`src/rtl/transport_ctrl.sv`:
```
// Transport controller for a song player: play/pause, song select and beat-paced seeking.
// Optional macro AUTOPLAY_EN keeps PLAY across song_done; without it, song_done in PLAY pauses.
module transport_ctrl #(
    parameter int SEEK_BEATS = 8,
    parameter int CW         = 4
) (
    input  logic       clk,
    input  logic       reset,
    input  logic       play_button,
    input  logic       next_button,
    input  logic       prev_button,
    input  logic       ff_button,
    input  logic       rewind_button,
    input  logic       song_done,
    input  logic       beat,
    input  logic       at_start,
    output logic       play,
    output logic       seeking,
    output logic       step_fwd,
    output logic       step_back,
    output logic [1:0] song,
    output logic       reset_player
);

    typedef enum logic [1:0] {
        ST_PAUSE = 2'd0,
        ST_PLAY  = 2'd1,
        ST_FF    = 2'd2,
        ST_REW   = 2'd3
    } state_t;

    // resume_q: 1 = return to PLAY after a seek, 0 = return to PAUSE.
    state_t        state_q, state_d;
    logic          resume_q, resume_d;
    logic [CW-1:0] cnt_q, cnt_d;
    logic [1:0]    song_q, song_d;
    logic          rp_q, rp_d;

    function automatic state_t resume_state(input logic r);
        return r ? ST_PLAY : ST_PAUSE;
    endfunction

    // NOTE: sequential state uses non-blocking assignments only, so every register
    // samples the pre-edge values computed by the combinational block.
    always_ff @(posedge clk or negedge reset) begin
        if (!reset) begin
            state_q  <= ST_PAUSE;
            resume_q <= 1'b0;
            cnt_q    <= '0;
            song_q   <= 2'd0;
            rp_q     <= 1'b0;
        end else begin
            state_q  <= state_d;
            resume_q <= resume_d;
            cnt_q    <= cnt_d;
            song_q   <= song_d;
            rp_q     <= rp_d;
        end
    end

    // NOTE: every signal written here gets a default first, so no path can infer a latch.
    always_comb begin
        state_d   = state_q;
        resume_d  = resume_q;
        cnt_d     = cnt_q;
        song_d    = song_q;
        rp_d      = 1'b0;
        step_fwd  = 1'b0;
        step_back = 1'b0;

        if (next_button) begin
            song_d  = song_q + 2'd1;
            state_d = ST_PAUSE;
            rp_d    = 1'b1;
        end else if (prev_button) begin
            song_d  = song_q - 2'd1;
            state_d = ST_PAUSE;
            rp_d    = 1'b1;
        end else if (song_done) begin
            song_d = song_q + 2'd1;
            rp_d   = 1'b1;
            case (state_q)
`ifdef AUTOPLAY_EN
                ST_PLAY:       state_d = ST_PLAY;
`else
                ST_PLAY:       state_d = ST_PAUSE;
`endif
                ST_FF, ST_REW: state_d = resume_state(resume_q);
                default:       state_d = ST_PAUSE;
            endcase
        end else begin
            case (state_q)
                ST_PAUSE, ST_PLAY: begin
                    if (play_button) begin
                        state_d = (state_q == ST_PLAY) ? ST_PAUSE : ST_PLAY;
                    end else if (ff_button) begin
                        state_d  = ST_FF;
                        resume_d = (state_q == ST_PLAY);
                        cnt_d    = CW'(SEEK_BEATS);
                    end else if (rewind_button) begin
                        state_d  = ST_REW;
                        resume_d = (state_q == ST_PLAY);
                    end
                end
                ST_FF: begin
                    if (play_button) begin
                        resume_d = ~resume_q;
                    end else if (ff_button) begin
                        state_d = resume_state(resume_q);
                    end else if (rewind_button) begin
                        state_d = ST_REW;
                    end else if (beat) begin
                        step_fwd = 1'b1;
                        // Saturate at zero; the last beat of the burst hands control back.
                        if (cnt_q != '0) cnt_d = cnt_q - CW'(1);
                        if (cnt_q <= CW'(1)) state_d = resume_state(resume_q);
                    end
                end
                ST_REW: begin
                    if (play_button) begin
                        resume_d = ~resume_q;
                    end else if (rewind_button) begin
                        state_d = resume_state(resume_q);
                    end else if (ff_button) begin
                        state_d = ST_FF;
                        cnt_d   = CW'(SEEK_BEATS);
                    end else if (at_start) begin
                        state_d = resume_state(resume_q);
                    end else if (beat) begin
                        step_back = 1'b1;
                    end
                end
                default: state_d = ST_PAUSE;
            endcase
        end
    end

    assign play         = (state_q == ST_PLAY);
    assign seeking      = (state_q == ST_FF) || (state_q == ST_REW);
    assign song         = song_q;
    assign reset_player = rp_q;

endmodule

```
`config.mk`:
```
export PLATFORM = sky130hd
export DESIGN_NAME = transport_ctrl
export DESIGN_NICKNAME = d
export VERILOG_FILES = /design/src/rtl/transport_ctrl.sv
export SDC_FILE = /design/constraint.sdc
export NUM_CORES = 1
export LEC_CHECK = 0
export CORE_MARGIN = 8
export CORE_UTILIZATION = 45
export DETAILED_ROUTE_END_ITERATION = 8
export PLACE_DENSITY = 0.75
export SYNTH_ARGS = -nofsm -noshare
export SYNTH_HDL_FRONTEND = slang
export SYNTH_SLANG_ARGS = --single-unit
```
`constraint.sdc`:
```
create_clock -name clk -period 4.85 [get_ports clk]
set_input_delay 0.485 -clock clk [delete_from_list [all_inputs] [get_ports clk]]
set_output_delay 0.485 -clock clk [all_outputs]
set_load 0.05 [all_outputs]
```
After elaboration in Yosys (flattened, before gate mapping)
Cells that the tools add are included.
{"block": "word_totals", "inputBits": 10, "elab_cells": 97, "regBits": 10, "output_inout_bits": 7}
{"block": "op_classes", "order_cmp": 1, "n_mux": 56, "eq_ne": 19, "addsub": 3, "n_reduce_logical": 9, "bitwise": 4}
{"cell": "two-way mux 2 bit", "count": 18}
{"cell": "two-way mux 4 bit", "count": 9}
{"cell": "!= test 7 bit (second input constant)", "count": 4}
{"cell": "two-way mux 1 bit", "count": 26}
{"cell": "!= test 2 bit (second input constant)", "count": 8}
{"cell": "case mux 4 bit (3 select lines)", "count": 1}
{"cell": "AND reduction 6 bit", "count": 2}
{"cell": "AND reduction 11 bit", "count": 1}
{"cell": "!= test 5 bit (second input constant)", "count": 2}
{"cell": "case mux 2 bit (3 select lines)", "count": 1}
{"cell": "equality test 2 bit (second input constant)", "count": 2}
{"cell": "less-or-equal comparator 4 x 1 -> 1 bit (second input constant)", "count": 1}
{"cell": "NOT 1 bit", "count": 4}
{"cell": "nonzero test 4 bit", "count": 1}
{"cell": "OR reduction 2 bit", "count": 2}
{"cell": "subtractor 4 x 1 -> 4 bit (second input constant)", "count": 1}
{"cell": "!= test 3 bit (second input constant)", "count": 1}
{"cell": "nonzero test 3 bit", "count": 1}
{"cell": "adder 2 x 1 -> 2 bit (second input constant)", "count": 1}
{"cell": "equality test 2 x 1 -> 1 bit (second input constant)", "count": 1}
{"cell": "logical NOT 2 bit", "count": 1}
{"cell": "!= test 2 x 1 -> 1 bit (second input constant)", "count": 1}
{"cell": "case mux 1 bit (2 select lines)", "count": 1}
{"cell": "subtractor 2 x 1 -> 2 bit (second input constant)", "count": 1}
{"cell": "logical OR 1 bit", "count": 1}

Depth between registers and ports, before layout
Gate-level depths: netlist (run 1).
{"block": "depth", "depth_word": 10, "depth_mapped": 6, "depth_no_buf": 6}

Worst setup path after synthesis (run 1)
OpenSTA, ideal clock, no wires.
{"block": "synth_timing", "path_kind": "input-to-output", "startpoint": "input play_button", "endpoint": "output step_back", "cell_stages": 4, "t_required_ns": 4.365, "path_buffers": 1, "t_arrival_ns": 1.781, "path_slack_ns": 2.584, "path_cell_list": "buf_2 -> nor4_4 -> nand2_1 -> nor2_1"}
{"block": "synth_between", "elab_chain_cells": 5}
{"item": "start, declared", "line": "9", "text": "input logic play_button,"}
{"item": "two-way mux 1 bit", "line": "120", "text": "if (play_button) begin"}
{"item": "two-way mux 1 bit", "line": "92", "text": "case (state_q)"}
{"item": "two-way mux 1 bit", "line": "79", "text": "end else if (song_done) begin"}
{"item": "two-way mux 1 bit", "line": "75", "text": "end else if (prev_button) begin"}
{"item": "two-way mux 1 bit", "line": "71", "text": "if (next_button) begin"}
{"item": "end, declared", "line": "20", "text": "output logic step_back,"}
No other way between the ends.

Worst setup path in the final report (run 1)
Same ends and word-level chain as after synthesis.

==> results.py, run 1 <==
metrics = {
    "outcome": {
        "outcome": "finished clean",
    },
    "cells_and_area": {
        "layout-drive-gt1-share_pct": 14.4,
        "area_delta_synth_final_pct": 23.5,
        "diodes": 0,
        "fillers": 164,
        "utilization_pct": 56.7,
        "nets": 111,
    },
    "global_route": {
        "grt_pass1_vias": 644,
        "grt_pass1_wl_um": 2860,
        "grt_max_degree": 14,
        "antenna_found_initial": 0,
        "overflow": 0,
        "grt_usage_pct": 11.0,
    },
    "logic_synthesis": {
        "synth_common_cells": "dfrtp_1, nor2_1, nand2_1, nor2b_1, inv_1",
        "synth_top_area_cell": "dfrtp_1",
        "synth_top_area_share_pct": 32.6,
        "yosysWarnings": 0,
        "seq_area_frac_synth_pct": 32.6,
        "yosysUniqueCellTypes": 41,
        "synth_ff_type": "dfrtp_1",
        "syn_inst": 83,
        "ys_seq_elements": 10,
        "synth.net_count": 95,
        "syn_area_um2": 767,
        "avgSynthCellArea_um2": 9.24,
        "yosys-top-cells-area": "dfrtp_1, nor2_1, nor2b_1",
        "synth_edf_count": 0,
        "async_flop_share_pct": 100,
    },
    "timing": {
        "maxSlewHeadroom_pct": 66.9,
        "setup_tns_ps": 0,
        "min_period_over_period_pct": 63.4,
        "rsz0062_at_grt": "no",
        "skew_ps": 0.929,
        "report.final.slew_viol_count": 0,
        "min_period_ps": 3080,
        "worst_pin_slew_ps": 495,
        "fmax_ghz": 0.325,
        "whs_ps": 474,
        "setup_violations": 0,
        "final-hold-violation-count": 0,
    },
    "setup_path": {
        "criticalPathCategory": "input pin to output pin",
        "critical_path.max_fanout": 9,
        "cp_cell_sequence": "clkdlybuf4s50_1, nor4_4, nand2_1, nor2_1, clkdlybuf4s50_1",
        "cp.arrival_ps": 2590,
        "setup.worst_path.end_class": "output pin",
        "max_stage_delay_ps": 800,
        "critPathLaunchType": "input pin",
        "worst_ep_required_time_ps": 4370,
        "cp_common_cell": "clkdlybuf4s50_1",
        "critPathSlowestCell": "clkdlybuf4s50_1",
    },
    "die": {
        "core_um2": 1670,
        "num_rows": 15,
        "io_pins": 17,
        "dieArea_um2": 3280,
        "initial_core_util_pct": 45.9,
        "chipWidth_um": 57.3,
        "die_h_um": 57.3,
    },
    "place": {
        "gp_congestion": 0.754,
        "hpwl_um": 1290,
        "portBuffers": 16,
    },
    "pwr": {
        "p_leak_nw": 0.382,
        "p_total_uw": 284,
        "ir_drop_v": 0.000178,
        "powerDensity_nw_per_um2": 299,
    },
    "routing": {
        "dr.pass1.iters": 4,
        "drc": 0,
        "postRouteAntennaNets": 0,
        "wl_met1_um": 761,
        "routed.top_layer": "met4",
        "wirelength_um": 1660,
        "drt-initial-drc-count": 4,
        "wire_per_inst_um": 14.6,
        "vias_per_cell": 5.82,
        "route.met2.wl_um": 851,
        "wl_met3_um": 33,
        "vias": 664,
    },
    "clocking": {
        "cts_max_path_buffers": 2,
        "cts_tree": "yes",
        "cts.sinks": 10,
        "worst_skew_pair.late_latency_ps": 270,
        "post_cts_resized": 0,
        "cts_made_buffers": 3,
        "cts_root_buf": "clkbuf_4",
        "cts.reportedPaths.clkPinSlew_ps": 70,
        "post_cts_buffers": 0,
        "holdBufCountCts": 0,
        "htree_levels": 1,
    },
    "min_path": {
        "hold_path_class": "register to register",
    },
    "job": {
        "maxCapViolCount": 0,
    },
}
[cells in the final DEF, fill, tap and decap left out, types with 2 or more instances in the layout]
| cell type | count |
|---|---|
| o31ai_1 | 2 |
| clkdlybuf4s50_1 | 16 |
| and2_1 | 2 |
| nor2_1 | 10 |
| mux2_2 | 2 |
| a211oi_1 | 2 |
| nor2b_1 | 5 |
| ha_1 | 2 |
| dfrtp_1 | 10 |
| clkbuf_4 | 3 |
| nand2_1 | 7 |
| a21oi_1 | 3 |
| nand2b_1 | 2 |
| o21ai_0 | 2 |
| inv_1 | 4 |
[per-layer routing]
| metal | up-vias | track usage, % |
|---|---|---|
| li1 | 331 | - |
| met1 | 322 | 13.1 |
| met2 | 9 | 18.0 |
| met3 | 2 | 4.04 |
| met4 | 0 | 3.21 |
| met5 | - | 0 |
[worst paths after layout]
check,startpoint,endpoint,slack [ps],cells after the start
worst min-delay path,song[1]$_DFFE_PN0P_,song[1]$_DFFE_PN0P_,470,1
worst min register to register,song[1]$_DFFE_PN0P_,song[1]$_DFFE_PN0P_,470,1
max in group asynchronous,reset,state_q[0]$_DFFE_PN0P_,3980,1
worst max register to register,state_q[1]$_DFFE_PN0P_,state_q[0]$_DFFE_PN0P_,3080,4
min in group asynchronous,reset,cnt_q[1]$_DFFE_PN0P_,540,1
worst max-delay path,play_button,step_back,1770,5
[final cells by class]
type / instances / area, um2 / share of cell area [%]
Clock buffer: 3 / 22.5 / 2.38
Inverter: 4 / 15.0 / 1.59
Multi-Input combinational cell: 64 / 478 / 50.5
Sequential cell: 10 / 250 / 26.4
Tap cell: 17 / 21.3 / 2.25
Timing Repair Buffer: 16 / 160 / 16.9
[critical path: cells and delay by family]
| family | cells | cell delay, ps |
|---|---|---|
| buffers and inverters | 2 | 1400 |
| and+or+nand+nor | 3 | 700 |
[report_power, final]
group | internal (mW) | leakage, nW | switching [mW]
combinational | 0.0460 | 0.242 | 0.0640
sequential | 0.0977 | 0.127 | 0.0141
clock | 0.0288 | 0.0138 | 0.0329
[cells by family after synthesis]
family / count (synthesis) / share of synthesized area [%]
fa+ha+maj: 2 / 3.26
simple gates: 34 / 27.9
flops: 10 / 32.6
buf+inv: 9 / 5.05
compound gates: 23 / 24.5
xor+xnor: 2 / 2.28
mux: 3 / 4.40
[sequential cells by signal, summed over array words and instances, names as in the netlist]
signal	cells
resume_q	1
reset_player	1
cnt_q	4
song	2
state_q	2
[metrics by stage]
step	setup slack [ps]	instances	area, um2
after floorplan	2580	83	767
final	1770	114	947
after detailed placement	1780	111	925
after global placement	1820	111	925
after CTS	1780	114	947
after global routing	1640	114	947
Note: power is estimated with default switching activity, not from simulation.
==> run 2: changes to the inputs <==
==> constraint.sdc (replaced) <==
create_clock -name clk -period 3.1 [get_ports clk]
set_input_delay 0.31 -clock clk [delete_from_list [all_inputs] [get_ports clk]]
set_output_delay 0.31 -clock clk [all_outputs]
set_load 0.05 [all_outputs]
==> results of run 2 <==
The final DEF is identical to that of run 1. Status: finished clean.
Main changes from that run: setup slack after placement 1780 ps -> 380 ps; setup slack after layout 1770 ps -> 374 ps; hold slack 474 ps -> 363 ps; register-to-register setup slack 3080 ps -> 1330 ps; total power 0.284 mW -> 0.444 mW; worst IR drop on VDD 0.000178 V -> 0.000278 V
